==> config.mk <==
export PLATFORM = sky130hd
export DESIGN_NAME = signed_cnt_seq
export DESIGN_NICKNAME = d
export VERILOG_FILES = /design/src/rtl/signed_cnt_seq_pkg.sv /design/src/rtl/signed_cnt_seq_cnt_core.sv /design/src/rtl/signed_cnt_seq.sv
export SDC_FILE = /design/constraint.sdc
export NUM_CORES = 1
export LEC_CHECK = 0
export BUFFER_PORTS_ARGS = -buffer_cell sky130_fd_sc_hd__buf_2
export CAP_MARGIN = 5
export CORE_ASPECT_RATIO = 1.4
export CORE_UTILIZATION = 40
export DETAILED_ROUTE_END_ITERATION = 10
export HOLD_SLACK_MARGIN = 0.08
export PLACE_DENSITY = 0.68
export SLEW_MARGIN = 0
export SYNTH_ARGS = -nofsm -noshare
export SYNTH_HDL_FRONTEND = slang
export SYNTH_SLANG_ARGS = --single-unit
==> constraint.sdc <==
create_clock -name clk -period 3.9 [get_ports clk]
set_input_delay 0.585 -clock clk [delete_from_list [all_inputs] [get_ports clk]]
set_output_delay 0.585 -clock clk [all_outputs]
set_load 0.005 [all_outputs]
==> src/rtl/signed_cnt_seq_pkg.sv <==
// Shared types and helpers for the signed count sequencer.
// Optional build macro: SIGNED_CNT_SEQ_DOWN_EN (adds down-count direction).
package signed_cnt_seq_pkg;

  typedef enum logic [1:0] {
    ST_IDLE = 2'd0,
    ST_RUN  = 2'd1,
    ST_DONE = 2'd2
  } state_t;

  localparam int DEF_WIDTH = 4;
  localparam int DEF_REP_W = 3;

  // Bound compares are done on values sign-extended to this width so any
  // WIDTH+1-bit candidate fits without wrap.
  localparam int CMP_W = 33;

  // True when val lies beyond lim in the counting direction:
  // above lim when counting up, below lim when counting down.
  function automatic logic past_end(input logic signed [CMP_W-1:0] val,
                                    input logic signed [CMP_W-1:0] lim,
                                    input logic                    down);
    past_end = down ? (val < lim) : (val > lim);
  endfunction

endpackage

==> src/rtl/signed_cnt_seq_cnt_core.sv <==
// Loadable signed counter. load has priority over en. nxt is the WIDTH+1-bit
// signed candidate (q +/- step) so the sequencer can bound-check it before
// enabling the update; only the low WIDTH bits are ever stored.
module signed_cnt_core #(
  parameter int WIDTH = 4
) (
  input  logic             clk,
  input  logic             clr_n,
  input  logic             load,
  input  logic             en,
  input  logic             down,
  input  logic [WIDTH-1:0] load_val,
  input  logic [WIDTH-2:0] step,
  output logic [WIDTH-1:0] q,
  output logic [WIDTH:0]   nxt
);

  logic signed [WIDTH:0] q_x;
  logic signed [WIDTH:0] step_x;

  assign q_x    = {q[WIDTH-1], q};
  assign step_x = {2'b00, step};
  assign nxt    = down ? (q_x - step_x) : (q_x + step_x);

  // Count register: clear, load a new pass start, or advance by one step.
  always_ff @(posedge clk or negedge clr_n) begin
    if (!clr_n) begin
      q <= '0;
    end else if (load) begin
      q <= load_val;
    end else if (en) begin
      q <= nxt[WIDTH-1:0];
    end
  end

endmodule

==> src/rtl/signed_cnt_seq.sv <==
// Signed counter sequencer: runs start..end by step, rep passes, with
// pause/abort and busy/done/err status. Optional macro SIGNED_CNT_SEQ_DOWN_EN
// adds a dir input (1 = count down toward end).
// Handshake: start is a level request sampled only in IDLE; a program is
// accepted on the edge that moves to RUN (busy rises with the first q), and
// rejected programs give a one-cycle err pulse instead.
module signed_cnt_seq
  import signed_cnt_seq_pkg::*;
#(
  parameter int WIDTH = DEF_WIDTH,
  parameter int REP_W = DEF_REP_W
) (
  input  logic             clk,
  input  logic             clr_n,
  input  logic             start,
  input  logic [WIDTH-1:0] cfg_start,
  input  logic [WIDTH-1:0] cfg_end,
  input  logic [WIDTH-2:0] cfg_step,
  input  logic [REP_W-1:0] cfg_rep,
`ifdef SIGNED_CNT_SEQ_DOWN_EN
  input  logic             dir,
`endif
  input  logic             pause,
  input  logic             abort,
  output logic [WIDTH-1:0] q,
  output logic             busy,
  output logic             done,
  output logic             err,
  output logic [REP_W-1:0] pass_cnt
);

  localparam int EXT = CMP_W - WIDTH - 1;

  state_t state_q, state_d;

  logic [WIDTH-1:0] start_l, end_l;
  logic [WIDTH-2:0] step_l;
  logic [REP_W-1:0] rep_l;
  logic             down_l;
  logic             dir_in;

  logic             load, en, latch;
  logic [WIDTH-1:0] load_val;
  logic [WIDTH:0]   nxt;
  logic             busy_d, done_d, err_d;
  logic [REP_W-1:0] pass_d;

  logic signed [CMP_W-1:0] nxt_x, end_x, cs_x, ce_x;
  logic                    cfg_valid;

`ifdef SIGNED_CNT_SEQ_DOWN_EN
  assign dir_in = dir;
`else
  assign dir_in = 1'b0;
`endif

  assign nxt_x = {{EXT{nxt[WIDTH]}}, nxt};
  assign end_x = {{(EXT+1){end_l[WIDTH-1]}}, end_l};
  assign cs_x  = {{(EXT+1){cfg_start[WIDTH-1]}}, cfg_start};
  assign ce_x  = {{(EXT+1){cfg_end[WIDTH-1]}}, cfg_end};

  // A program is valid when its start is not already past its end.
  assign cfg_valid = !past_end(cs_x, ce_x, dir_in);

  signed_cnt_core #(.WIDTH(WIDTH)) u_core (
    .clk      (clk),
    .clr_n    (clr_n),
    .load     (load),
    .en       (en),
    .down     (down_l),
    .load_val (load_val),
    .step     (step_l),
    .q        (q),
    .nxt      (nxt)
  );

  // State and status registers.
  always_ff @(posedge clk or negedge clr_n) begin
    if (!clr_n) begin
      state_q  <= ST_IDLE;
      busy     <= 1'b0;
      done     <= 1'b0;
      err      <= 1'b0;
      pass_cnt <= '0;
    end else begin
      state_q  <= state_d;
      busy     <= busy_d;
      done     <= done_d;
      err      <= err_d;
      pass_cnt <= pass_d;
    end
  end

  // Program latch: captured once at acceptance so cfg_* may change freely
  // during a run. Zero step and zero repeat are stored as one.
  always_ff @(posedge clk or negedge clr_n) begin
    if (!clr_n) begin
      start_l <= '0;
      end_l   <= '0;
      step_l  <= '0;
      rep_l   <= '0;
      down_l  <= 1'b0;
    end else if (latch) begin
      start_l <= cfg_start;
      end_l   <= cfg_end;
      step_l  <= (cfg_step == '0) ? (WIDTH-1)'(1) : cfg_step;
      rep_l   <= (cfg_rep == '0) ? REP_W'(1) : cfg_rep;
      down_l  <= dir_in;
    end
  end

  // Next-state and counter control: abort beats pause beats counting; a pass
  // that would step past end either restarts at start or finishes the run.
  always_comb begin
    state_d  = state_q;
    load     = 1'b0;
    en       = 1'b0;
    latch    = 1'b0;
    load_val = start_l;
    busy_d   = busy;
    done_d   = 1'b0;
    err_d    = 1'b0;
    pass_d   = pass_cnt;
    case (state_q)
      ST_IDLE: begin
        if (start) begin
          if (cfg_valid) begin
            latch    = 1'b1;
            load     = 1'b1;
            load_val = cfg_start;
            pass_d   = '0;
            busy_d   = 1'b1;
            state_d  = ST_RUN;
          end else begin
            err_d = 1'b1;
          end
        end
      end
      ST_RUN: begin
        if (abort) begin
          busy_d  = 1'b0;
          state_d = ST_IDLE;
        end else if (!pause) begin
          if (!past_end(nxt_x, end_x, down_l)) begin
            en = 1'b1;
          end else begin
            pass_d = pass_cnt + REP_W'(1);
            if (pass_d == rep_l) begin
              busy_d  = 1'b0;
              done_d  = 1'b1;
              state_d = ST_DONE;
            end else begin
              load = 1'b1;
            end
          end
        end
      end
      ST_DONE: begin
        state_d = ST_IDLE;
      end
      default: begin
        state_d = ST_IDLE;
      end
    endcase
  end

endmodule

==> summary.txt <==
Placement
  • Post-DP HPWL: 2.45 mm
  • PortBufs: 28
  • Routability cong.: just under 0.8

Global route
  • Gr usage total: 0.158
  • Initial antenna violation count: 0
  • Number of global-route vias before repair: 1,159
  • First-pass GRT wire length: 5.46 mm
  • GR Overflow Total: 0
  • Largest net degree at the start of global routing: 27

Synthesis
  • Largest family of logic cells by synthesized area: compound AO/OA/AOI/OAI gates
  • Post-synthesis compound-gate area fraction: 0.160
  • Synth Net Count: 192
  • Post-Synth Simple-Gate Area: 0.148
  • Top FF cell, synth: dfrtp_1
  • #FFs+latches synth: 26
  • Netlist area before placement: 1640 um2
  • Synthesis Warnings: 0
  • Post-synthesis sequential area ratio: 0.398
  • Syn Area/Cell: between 10 and 15 um2
  • Synth Area in XOR/XNOR: 0.0352
  • Async SR Flop Fraction: 1.00
  • Yosys cell types: 47
  • EDFF count, synth: 0
  • Cells after Synth: 159
  • Post-synthesis adder-cell area fraction: 0.112
  • Post-synthesis mux area share: 0.0842

STA
  • Hold WS: 0.312 ns
  • FMAX: 346 MHz
  • Transition time of the tightest slew-check pin: 0.595 ns
  • Rel. slew slack: 0.604
  • RSZ-0062 raised after global routing: false
  • Final hold vios: 0
  • Final Slew Violations: 0
  • Crit path time final: about 2.9 ns
  • Endpoints failing setup: 0
  • Period utilisation layout: 0.741
  • Clock skew: 0.00185 ns
  • Setup_tns: 0 ns

Final layout
  • Nets: ~220
  • Fill count: 394
  • Layout cells sized above 1: 0.255
  • Most common cell after layout, fill and taps aside: buf_2
  • Most frequent cells in the layout: buf_2 (28), dfrtp_1 (26), nand2_1 (16)
  • P&R area growth vs syn: 12.0%
  • Layout Utilization: 0.467
  • Diode count: 0

Critical path
  • WP data arrival: roughly 3.1 ns
  • CP Capture Type: register
  • FF-to-FF setup slack: slightly above 1 ns
  • Worst R2R Path Depth: 9
  • CP startpoint kind: register
  • WP data required: 4.06 ns
  • Worst setup path end: u_core.q[0]
  • Critical path origin: u_core.q[0]
  • R2R Path Start: u_core.q[0]
  • Crit-path max FO: 3
  • R2r endpoint: u_core.q[0]
  • Crit Path Class: register to register

Floorplanning
  • Core box area: between 3000 and 4000 um2
  • Die area: 4350 um2
  • Cell Rows: 27
  • Die H: 77.7 um
  • Initial Util: 0.417
  • I/O pin total: 29
  • Die X: 56.0 um

Drt
  • Initial DRC Count: 35
  • DR WL/cell: 14.1 um
  • Vias: 1,210
  • DR vias/cell: 5.33
  • Final ANT Viol Nets: 0
  • TritonRoute pass-1 iters: 4
  • Routed WL: 3.20 mm
  • Final routed DRC violation total: 0

Clock network
  • Worst-Skew Late Latency: 0.27 ns
  • Hold buffers post-CTS: 0
  • Clk root buf: clkbuf_8
  • Post_cts resized: 0
  • Bufs on Longest Clock Path: 2
  • Number of buffers created by CTS: 3
  • Clk sink count: 26
  • CTS tree: built
  • Setup Fix Bufs, Post-CTS: 0
  • Clk slew on worst S/H paths: about 0.080 ns
  • CTS H-tree depth: 1

Power
  • Peak VDD IR: between 0.5 and 0.6 mV
  • PD cells: 794 nW/um2
  • Leakage: 0.948 nW

Worst hold path
  • Tightest Hold Check Type: input pin to async pin

Status
  • Status: finished clean

Job
  • Max-cap viol count: 0
[cell families (layout without fill, tap and decap cells)]
kind of cell / count (synthesis) / after routing
buffers and inverters: 22 / 47
adders and majority gates: 14 / 14
and+or+nand+nor: 46 / 46
AOI/OAI and AO/OA: 35 / 35
muxes: 11 / 11
DFF: 26 / 26
xor gates and xnor gates: 5 / 5
[worst max-delay path: stages (launching register included)]
cell and delay, ns:
dfrtp_1 0.40, ha_1 0.23, fa_1 0.40, xor2_1 0.17
ha_1 0.30, nand3_1 0.10, o221a_1 0.27, o211ai_1 0.29
mux2_2 0.37, mux2_4 0.26
[where the power goes]
group	switching (mW)	internal, mW	leakage [nW]
Sequential	0.0786	0.380	0.323
Combinational	0.444	0.403	0.604
Clock	0.0805	0.0692	0.0216
Total	0.603	0.852	0.948
[per-stage QoR]
| stage | area (um2) | power (mW) | setup WS (ns) | cells |
|---|---|---|---|---|
| 4_1_cts | 1830 | 1.46 | 0.996 | 227 |
| 3_3_place_gp | 1790 | 1.29 | 1.05 | 224 |
| 2_1_floorplan | 1640 | 1.10 | 1.14 | 159 |
| 3_5_place_dp | 1790 | 1.31 | 1.00 | 224 |
| 6_report | 1830 | 1.46 | 1.01 | 227 |
| 5_1_grt | 1830 | 1.60 | 0.779 | 227 |
[cell type report]
cell class / instances / area, um2 / area share
multi-input cells: 111 / 882 / 0.482
flip-flops and latches: 26 / 651 / 0.355
inverters: 15 / 56.3 / 0.0307
well taps: 43 / 53.8 / 0.0294
repair buffers: 29 / 148 / 0.0806
clock buffers: 3 / 41.3 / 0.0225
[state kept, by name (all words and copies together) (netlist names)]
name / count
start_l: 4
done: 1
u_core.q: 4
end_l: 4
busy: 1
err: 1
state_q: 2
pass_cnt: 3
step_l: 3
rep_l: 3
[metal layers]
metal,GRT usage,part of all wire,vias to the layer above
met3,0.0167,0.025,2
met1,0.213,0.44,574
li1,-,-,611
met2,0.269,0.52,23
met5,0,0,-
met4,0.0439,0.0069,0
[how the worst min path moves through the flow]
| stage | from | endpoint | slack [ns] |
|---|---|---|---|
| global placement | start_l[2] | start_l[2] | 0.46 |
| floorplan | clr_n | busy | 0.29 |
| CTS | clr_n | pass_cnt[2] | 0.33 |
| finish | clr_n | done | 0.31 |
| detailed placement | end_l[0] | end_l[0] | 0.47 |
| global route | clr_n | rep_l[0] | 0.36 |
[synthesized netlist by cell type, types with 3 or more instances]
master    count  area share
buf_2         4       0.012
mux2_2        6       0.041
nor2_1       10       0.023
mux2_4        4       0.037
o21ai_0       8       0.024
dfrtp_1      26        0.40
nand3_1       3      0.0092
o211ai_1      5       0.023
nand2_1      16       0.037
ha_1         13       0.099
inv_1        15       0.034
a21oi_1       4       0.012
Power figures use the tool's default switching activity.
